File: config.mk
export PLATFORM = sky130hd
export DESIGN_NAME = coin_acceptor_flat
export DESIGN_NICKNAME = d
export VERILOG_FILES = /design/src/rtl/coin_acceptor_if.sv /design/src/rtl/coin_acceptor.sv /design/src/flat_wrapper.sv
export SDC_FILE = /design/constraint.sdc
export NUM_CORES = 1
export LEC_CHECK = 0
export CELL_PAD_IN_SITES_DETAIL_PLACEMENT = 0
export CELL_PAD_IN_SITES_GLOBAL_PLACEMENT = 1
export CORE_ASPECT_RATIO = 1.2
export CORE_MARGIN = 2
export CORE_UTILIZATION = 25
export CTS_CLUSTER_DIAMETER = 150
export DETAILED_ROUTE_END_ITERATION = 8
export GPL_TIMING_DRIVEN = 0
export PLACE_DENSITY = 0.51
export SLEW_MARGIN = 30
export SYNTH_ARGS = -nofsm -noshare
export SYNTH_HDL_FRONTEND = slang
export SYNTH_SLANG_ARGS = --single-unit
export TNS_END_PERCENT = 50
File: constraint.sdc
create_clock -name clk -period 3.28 [get_ports clk]
set_input_delay 0.82 -clock clk [delete_from_list [all_inputs] [get_ports clk]]
set_output_delay 0.82 -clock clk [all_outputs]
set_load 0.02 [all_outputs]
File: src/rtl/coin_acceptor_if.sv
// Coin-slot signal bundle between the sensor conditioner (master) and the vending controller
// (slave). Defining COIN_AUDIT_EN adds the accepted/rejected coin counters to the bundle.
interface coin_acceptor_if;
  logic coin_sense;
  logic accept_en;
  logic coin_in;
  logic coin_reject;
  logic jam;
`ifdef COIN_AUDIT_EN
  logic [15:0] coin_count;
  logic [15:0] reject_count;

  modport master (
    input  coin_sense,
    input  accept_en,
    output coin_in,
    output coin_reject,
    output jam,
    output coin_count,
    output reject_count
  );

  modport slave (
    output coin_sense,
    output accept_en,
    input  coin_in,
    input  coin_reject,
    input  jam,
    input  coin_count,
    input  reject_count
  );
`else
  modport master (
    input  coin_sense,
    input  accept_en,
    output coin_in,
    output coin_reject,
    output jam
  );

  modport slave (
    output coin_sense,
    output accept_en,
    input  coin_in,
    input  coin_reject,
    input  jam
  );
`endif
endinterface

File: src/rtl/coin_acceptor.sv
// Coin-slot conditioner: synchronise, debounce, measure dwell, classify into accept/reject pulses
// and flag jams. Optional feature macro COIN_AUDIT_EN adds saturating coin/reject counters.
module coin_acceptor #(
  parameter int unsigned DEBOUNCE_CYCLES = 4,
  parameter int unsigned MIN_W           = 20,
  parameter int unsigned MAX_W           = 60,
  parameter int unsigned JAM_W           = 200
) (
  input logic             clk,
  input logic             rst,
  coin_acceptor_if.master bus
);

  localparam int unsigned WW = $clog2(JAM_W + 1);
  localparam int unsigned DW = $clog2(DEBOUNCE_CYCLES + 1);

  typedef enum logic [1:0] {StIdle, StMeasure, StEval, StJam} state_e;

  logic          sync1_q, sync2_q;
  logic          db_q, db_d;
  logic [DW-1:0] db_cnt_q, db_cnt_d;
  state_e        state_q, state_d;
  logic [WW-1:0] width_q, width_d;
  logic          in_range;
  logic          pulse_in, pulse_rej, jam_lvl;

  // Counter only advances on consecutive disagreement, so short glitches never reach the FSM.
  always_comb begin
    db_d     = db_q;
    db_cnt_d = '0;
    if (sync2_q != db_q) begin
      if (db_cnt_q == DW'(DEBOUNCE_CYCLES - 1)) begin
        db_d = ~db_q;
      end else begin
        db_cnt_d = db_cnt_q + 1'b1;
      end
    end
  end

  always_ff @(posedge clk or posedge rst) begin
    if (rst) begin
      sync1_q  <= 1'b0;
      sync2_q  <= 1'b0;
      db_q     <= 1'b0;
      db_cnt_q <= '0;
    end else begin
      sync1_q  <= bus.coin_sense;
      sync2_q  <= sync1_q;
      db_q     <= db_d;
      db_cnt_q <= db_cnt_d;
    end
  end

  assign in_range = (width_q >= WW'(MIN_W)) && (width_q <= WW'(MAX_W));

  always_comb begin
    state_d   = state_q;
    width_d   = width_q;
    pulse_in  = 1'b0;
    pulse_rej = 1'b0;
    jam_lvl   = 1'b0;
    unique case (state_q)
      StIdle: begin
        if (db_q) begin
          state_d = StMeasure;
          width_d = WW'(1);
        end
      end
      StMeasure: begin
        if (!db_q) begin
          state_d = StEval;
        end else if (width_q == WW'(JAM_W - 1)) begin
          // Width stops at JAM_W; the JAM state holds it there until the slot clears.
          width_d = WW'(JAM_W);
          state_d = StJam;
        end else begin
          width_d = width_q + 1'b1;
        end
      end
      StEval: begin
        pulse_in  = in_range && bus.accept_en;
        pulse_rej = !(in_range && bus.accept_en);
        state_d   = StIdle;
        width_d   = '0;
      end
      StJam: begin
        jam_lvl = 1'b1;
        if (!db_q) begin
          state_d = StIdle;
          width_d = '0;
        end
      end
      default: begin
        state_d = StIdle;
        width_d = '0;
      end
    endcase
  end

  always_ff @(posedge clk or posedge rst) begin
    if (rst) begin
      state_q <= StIdle;
      width_q <= '0;
    end else begin
      state_q <= state_d;
      width_q <= width_d;
    end
  end

  assign bus.coin_in     = pulse_in;
  assign bus.coin_reject = pulse_rej;
  assign bus.jam         = jam_lvl;

`ifdef COIN_AUDIT_EN
  logic [15:0] coin_count_q, reject_count_q;

  always_ff @(posedge clk or posedge rst) begin
    if (rst) begin
      coin_count_q   <= '0;
      reject_count_q <= '0;
    end else begin
      if (pulse_in && (coin_count_q != 16'hFFFF)) begin
        coin_count_q <= coin_count_q + 16'd1;
      end
      if (pulse_rej && (reject_count_q != 16'hFFFF)) begin
        reject_count_q <= reject_count_q + 16'd1;
      end
    end
  end

  assign bus.coin_count   = coin_count_q;
  assign bus.reject_count = reject_count_q;
`endif

endmodule

File: src/flat_wrapper.sv
// flat-port wrapper written by rule: the top's interface ports become plain ports
module coin_acceptor_flat 
#(
  parameter int unsigned DEBOUNCE_CYCLES = 4,
  parameter int unsigned MIN_W           = 20,
  parameter int unsigned MAX_W           = 60,
  parameter int unsigned JAM_W           = 200
)
  (clk, rst, bus_coin_sense, bus_accept_en, bus_coin_in, bus_coin_reject, bus_jam);
  coin_acceptor_if bus_i ();
  input logic clk;
  input logic rst;
  input wire logic [$bits(bus_i.coin_sense)-1:0] bus_coin_sense;
  input wire logic [$bits(bus_i.accept_en)-1:0] bus_accept_en;
  output wire logic [$bits(bus_i.coin_in)-1:0] bus_coin_in;
  output wire logic [$bits(bus_i.coin_reject)-1:0] bus_coin_reject;
  output wire logic [$bits(bus_i.jam)-1:0] bus_jam;
  assign bus_i.coin_sense = bus_coin_sense;
  assign bus_i.accept_en = bus_accept_en;
  assign bus_coin_in = bus_i.coin_in;
  assign bus_coin_reject = bus_i.coin_reject;
  assign bus_jam = bus_i.jam;
  coin_acceptor #(.DEBOUNCE_CYCLES(DEBOUNCE_CYCLES), .MIN_W(MIN_W), .MAX_W(MAX_W), .JAM_W(JAM_W)) u_core (.clk(clk), .rst(rst), .bus(bus_i));
endmodule
==> flow_metrics.env <==
export IMPL_synth_xor_area_frac=0.00935
export IMPL_synth_area_um2=937
export IMPL_p_clk_frac=0.247
export IMPL_crit_path_end_kind="output pin"
export IMPL_seqPwrFrac=0.372
export IMPL_finalSetupTns_ns=0
export IMPL_grt_pass1_wl_um=3640
export IMPL_p_per_area_nw_per_um2=658
export IMPL_syn_avg_cell_area_um2=9.56
export IMPL_cts_tree="built"
export IMPL_fp_dieW_um=59.9
export IMPL_crit_path_start_kind="register"
export IMPL_viasPerCell=5.34
export IMPL_timing_rr_start="u_core.width_q[0]$_DFFE_PP0P_"
export IMPL_rsz0062_at_grt="no"
export IMPL_cts_htree_levels=1
export IMPL_fin_crit_ns=3.15
export IMPL_antenna_cells=0
export IMPL_wirelength_um=2210
export IMPL_top_level_ports=7
export IMPL_syn_inst=98
export IMPL_worstHoldStart="u_core.sync1_q$_DFF_PP0_"
export IMPL_cp_required_ns=2.46
export IMPL_ant_nets=0
export IMPL_p_comb_frac=0.381
export IMPL_clockBufferDepth=2
export IMPL_placed_area_um2=1050
export IMPL_final_cell_mix="dfrtp_1, nand2_1, clkdlybuf4s50_1"
export IMPL_synth_cell_types=37
export IMPL_async_flop_share=1.00
export IMPL_synth_compound_area_frac=0.216
export IMPL_fin_crit_sh=0.961
export IMPL_fin_ws_ns=0.129
export IMPL_clk_pin_slew_ns=0.07
export IMPL_max_cap_violations=0
export IMPL_drt_iter0_markers=20
export IMPL_port_buffers=6
export IMPL_fmax_mhz=317
export IMPL_num_vias=785
export IMPL_cts_buffers=3
export IMPL_cts_root_buffer="clkbuf_8"
export IMPL_finalInstanceArea_um2=1110
export IMPL_post_route_util=0.307
export IMPL_switchingPower_mw=0.283
export IMPL_wl_per_cell_um=15.0
export IMPL_cts_hold_buffers_added=0
export IMPL_place_gp_congestion=0.746
export IMPL_reg2reg_depth=5
export IMPL_hold_end="u_core.sync2_q$_DFF_PP0_"
export IMPL_holdPathStages=0
export IMPL_irDropWorstVdd_v=0.000204
export IMPL_synth_top_family_by_area="simple AND/OR/NAND/NOR gates"
export IMPL_ctsResizeCount=0
export IMPL_synth_fa_ha_area_frac=0.0401
export IMPL_p_leak_nw=0.445
export IMPL_yosys_register_bits=16
export IMPL_path_max_fanout=10
export IMPL_drcViolationCount=0
export IMPL_drtPass1Iterations=4
export IMPL_reg2reg_slack_ns=1.73
export IMPL_grt_usage=0.115
export IMPL_row_count=24
export IMPL_grt_max_degree=17
export IMPL_overflow=0
export IMPL_path_class="reg2out"
export IMPL_fp_dieH_um=71.1
export IMPL_power_total_mw=0.729
export IMPL_ys_warn_count=0
export IMPL_hold_path_class="reg2reg"
export IMPL_synth_mux_area_frac=0.0120
export IMPL_synth_simple_gate_area_frac=0.246
export IMPL_r2r_end="u_core.width_q[0]$_DFFE_PP0P_"
export IMPL_tightest_slew_ns=0.665
export IMPL_p_int_mw=0.446
export IMPL_switching_share=0.388
export IMPL_drv_slew=0
export IMPL_core_um2=3600
export IMPL_setup_viol=0
export IMPL_critical_path_arrival_ns=2.33
export IMPL_synth_edff_count=0
export IMPL_clock_sinks=16
export IMPL_dp_hpwl_um=1560
export IMPL_pre_cts_ws_ns=0.0148
export IMPL_synth_seq_area_share=0.427
export IMPL_hold_viol=0
export IMPL_fin_nets=116
export IMPL_drive_gt1_frac=0.0926
export IMPL_antenna_found_initial=0
export IMPL_synth_flop_cell="dfrtp_1"
export IMPL_fin_skew_ns=0.00383
export IMPL_die_area_um2=4260
export IMPL_areaGrowthSynthToFinish_pct=18.2
export IMPL_relSlewSlack=0.556
export IMPL_start_util=0.260
export IMPL_grt_pass1_vias=769
export IMPL_status="finished, final reports clean"
export IMPL_layout_commonest_cell="dfrtp_1"
export IMPL_clock_latency_ns=0.25
export IMPL_syn_nets=105
export IMPL_post_cts_setup_buffer_count=0
[registers in the layout, indices dropped and copies added, names as in the netlist]
signal	flops
u_core.state_q	2
u_core.sync1_q	1
u_core.sync2_q	1
u_core.width_q	8
u_core.db_cnt_q	3
u_core.db_q	1
[synthesized netlist by cell type, types with 4 or more instances]
| cell | count | area share |
|---|---|---|
| nand2_1 | 8 | 0.032 |
| nor2b_1 | 5 | 0.033 |
| inv_1 | 4 | 0.016 |
| clkbuf_1 | 4 | 0.016 |
| o21ai_0 | 4 | 0.021 |
| dfrtp_1 | 16 | 0.43 |
| nor2_1 | 5 | 0.020 |
| o21ai_1 | 5 | 0.027 |
[cells by family after synthesis]
group           count (synthesis)
compound gates                 29
xor+xnor                        1
fa+ha+maj                       3
buf+inv                        10
flops                          16
mux                             1
simple gates                   38
[through the flow]
| step | cells | hold WS, ns |
|---|---|---|
| after floorplan | 98 | 0.331 |
| after global placement | 143 | 0.335 |
| after detailed placement | 143 | 0.344 |
| after CTS | 147 | 0.360 |
| after global routing | 147 | 0.361 |
| final | 147 | 0.354 |
[worst max-delay path, cell delays in order, from the launching register on]
cell,delay (ns)
dfrtp_1,0.39
clkbuf_1,0.40
nand2_1,0.10
o32ai_1,0.36
nor4b_2,0.11
nor2_1,0.12
clkdlybuf4s50_1,0.61
[routing by layer]
| metal | vias to the layer above | global-route usage | share of wire |
|---|---|---|---|
| li1 | 379 | - | - |
| met1 | 387 | 0.149 | 0.46 |
| met2 | 15 | 0.178 | 0.49 |
| met3 | 4 | 0.0256 | 0.036 |
| met4 | 0 | 0.0543 | 0.019 |
| met5 | - | 0 | 0 |
[worst max path at each step]
stage / slack, ns / cells after the start / startpoint / end
after floorplan: 1.01 / 2 / bus_accept_en / bus_coin_in
after global placement: 0.03 / 4 / bus_accept_en / bus_coin_in
after detailed placement: 0.01 / 4 / bus_accept_en / bus_coin_in
after CTS: 0.01 / 4 / bus_accept_en / bus_coin_in
after global routing: 0.02 / 6 / u_core.width_q[3]$_DFFE_PP0P_ / bus_coin_reject
final: 0.13 / 6 / u_core.width_q[3]$_DFFE_PP0P_ / bus_coin_reject
[area by class of cell]
cell class	instances	area (um2)
fillers	380	2500
clock buffers	4	55.1
flip-flops and latches	16	400
inverters	4	15.0
plain buffers	6	31.3
well taps	39	48.8
multi-input cells	72	497
repair buffers	6	60.1
[power by group through the flow]
stage                     clock network, mW  registers [mW]  logic, mW
after detailed placement                  0           0.274      0.281
final                                 0.180           0.271      0.278
after floorplan                           0           0.265      0.196
after global placement                    0           0.274      0.281
after CTS                             0.186           0.271      0.281
after global routing                  0.193           0.275      0.310
Note: power is estimated with default switching activity, not from simulation.
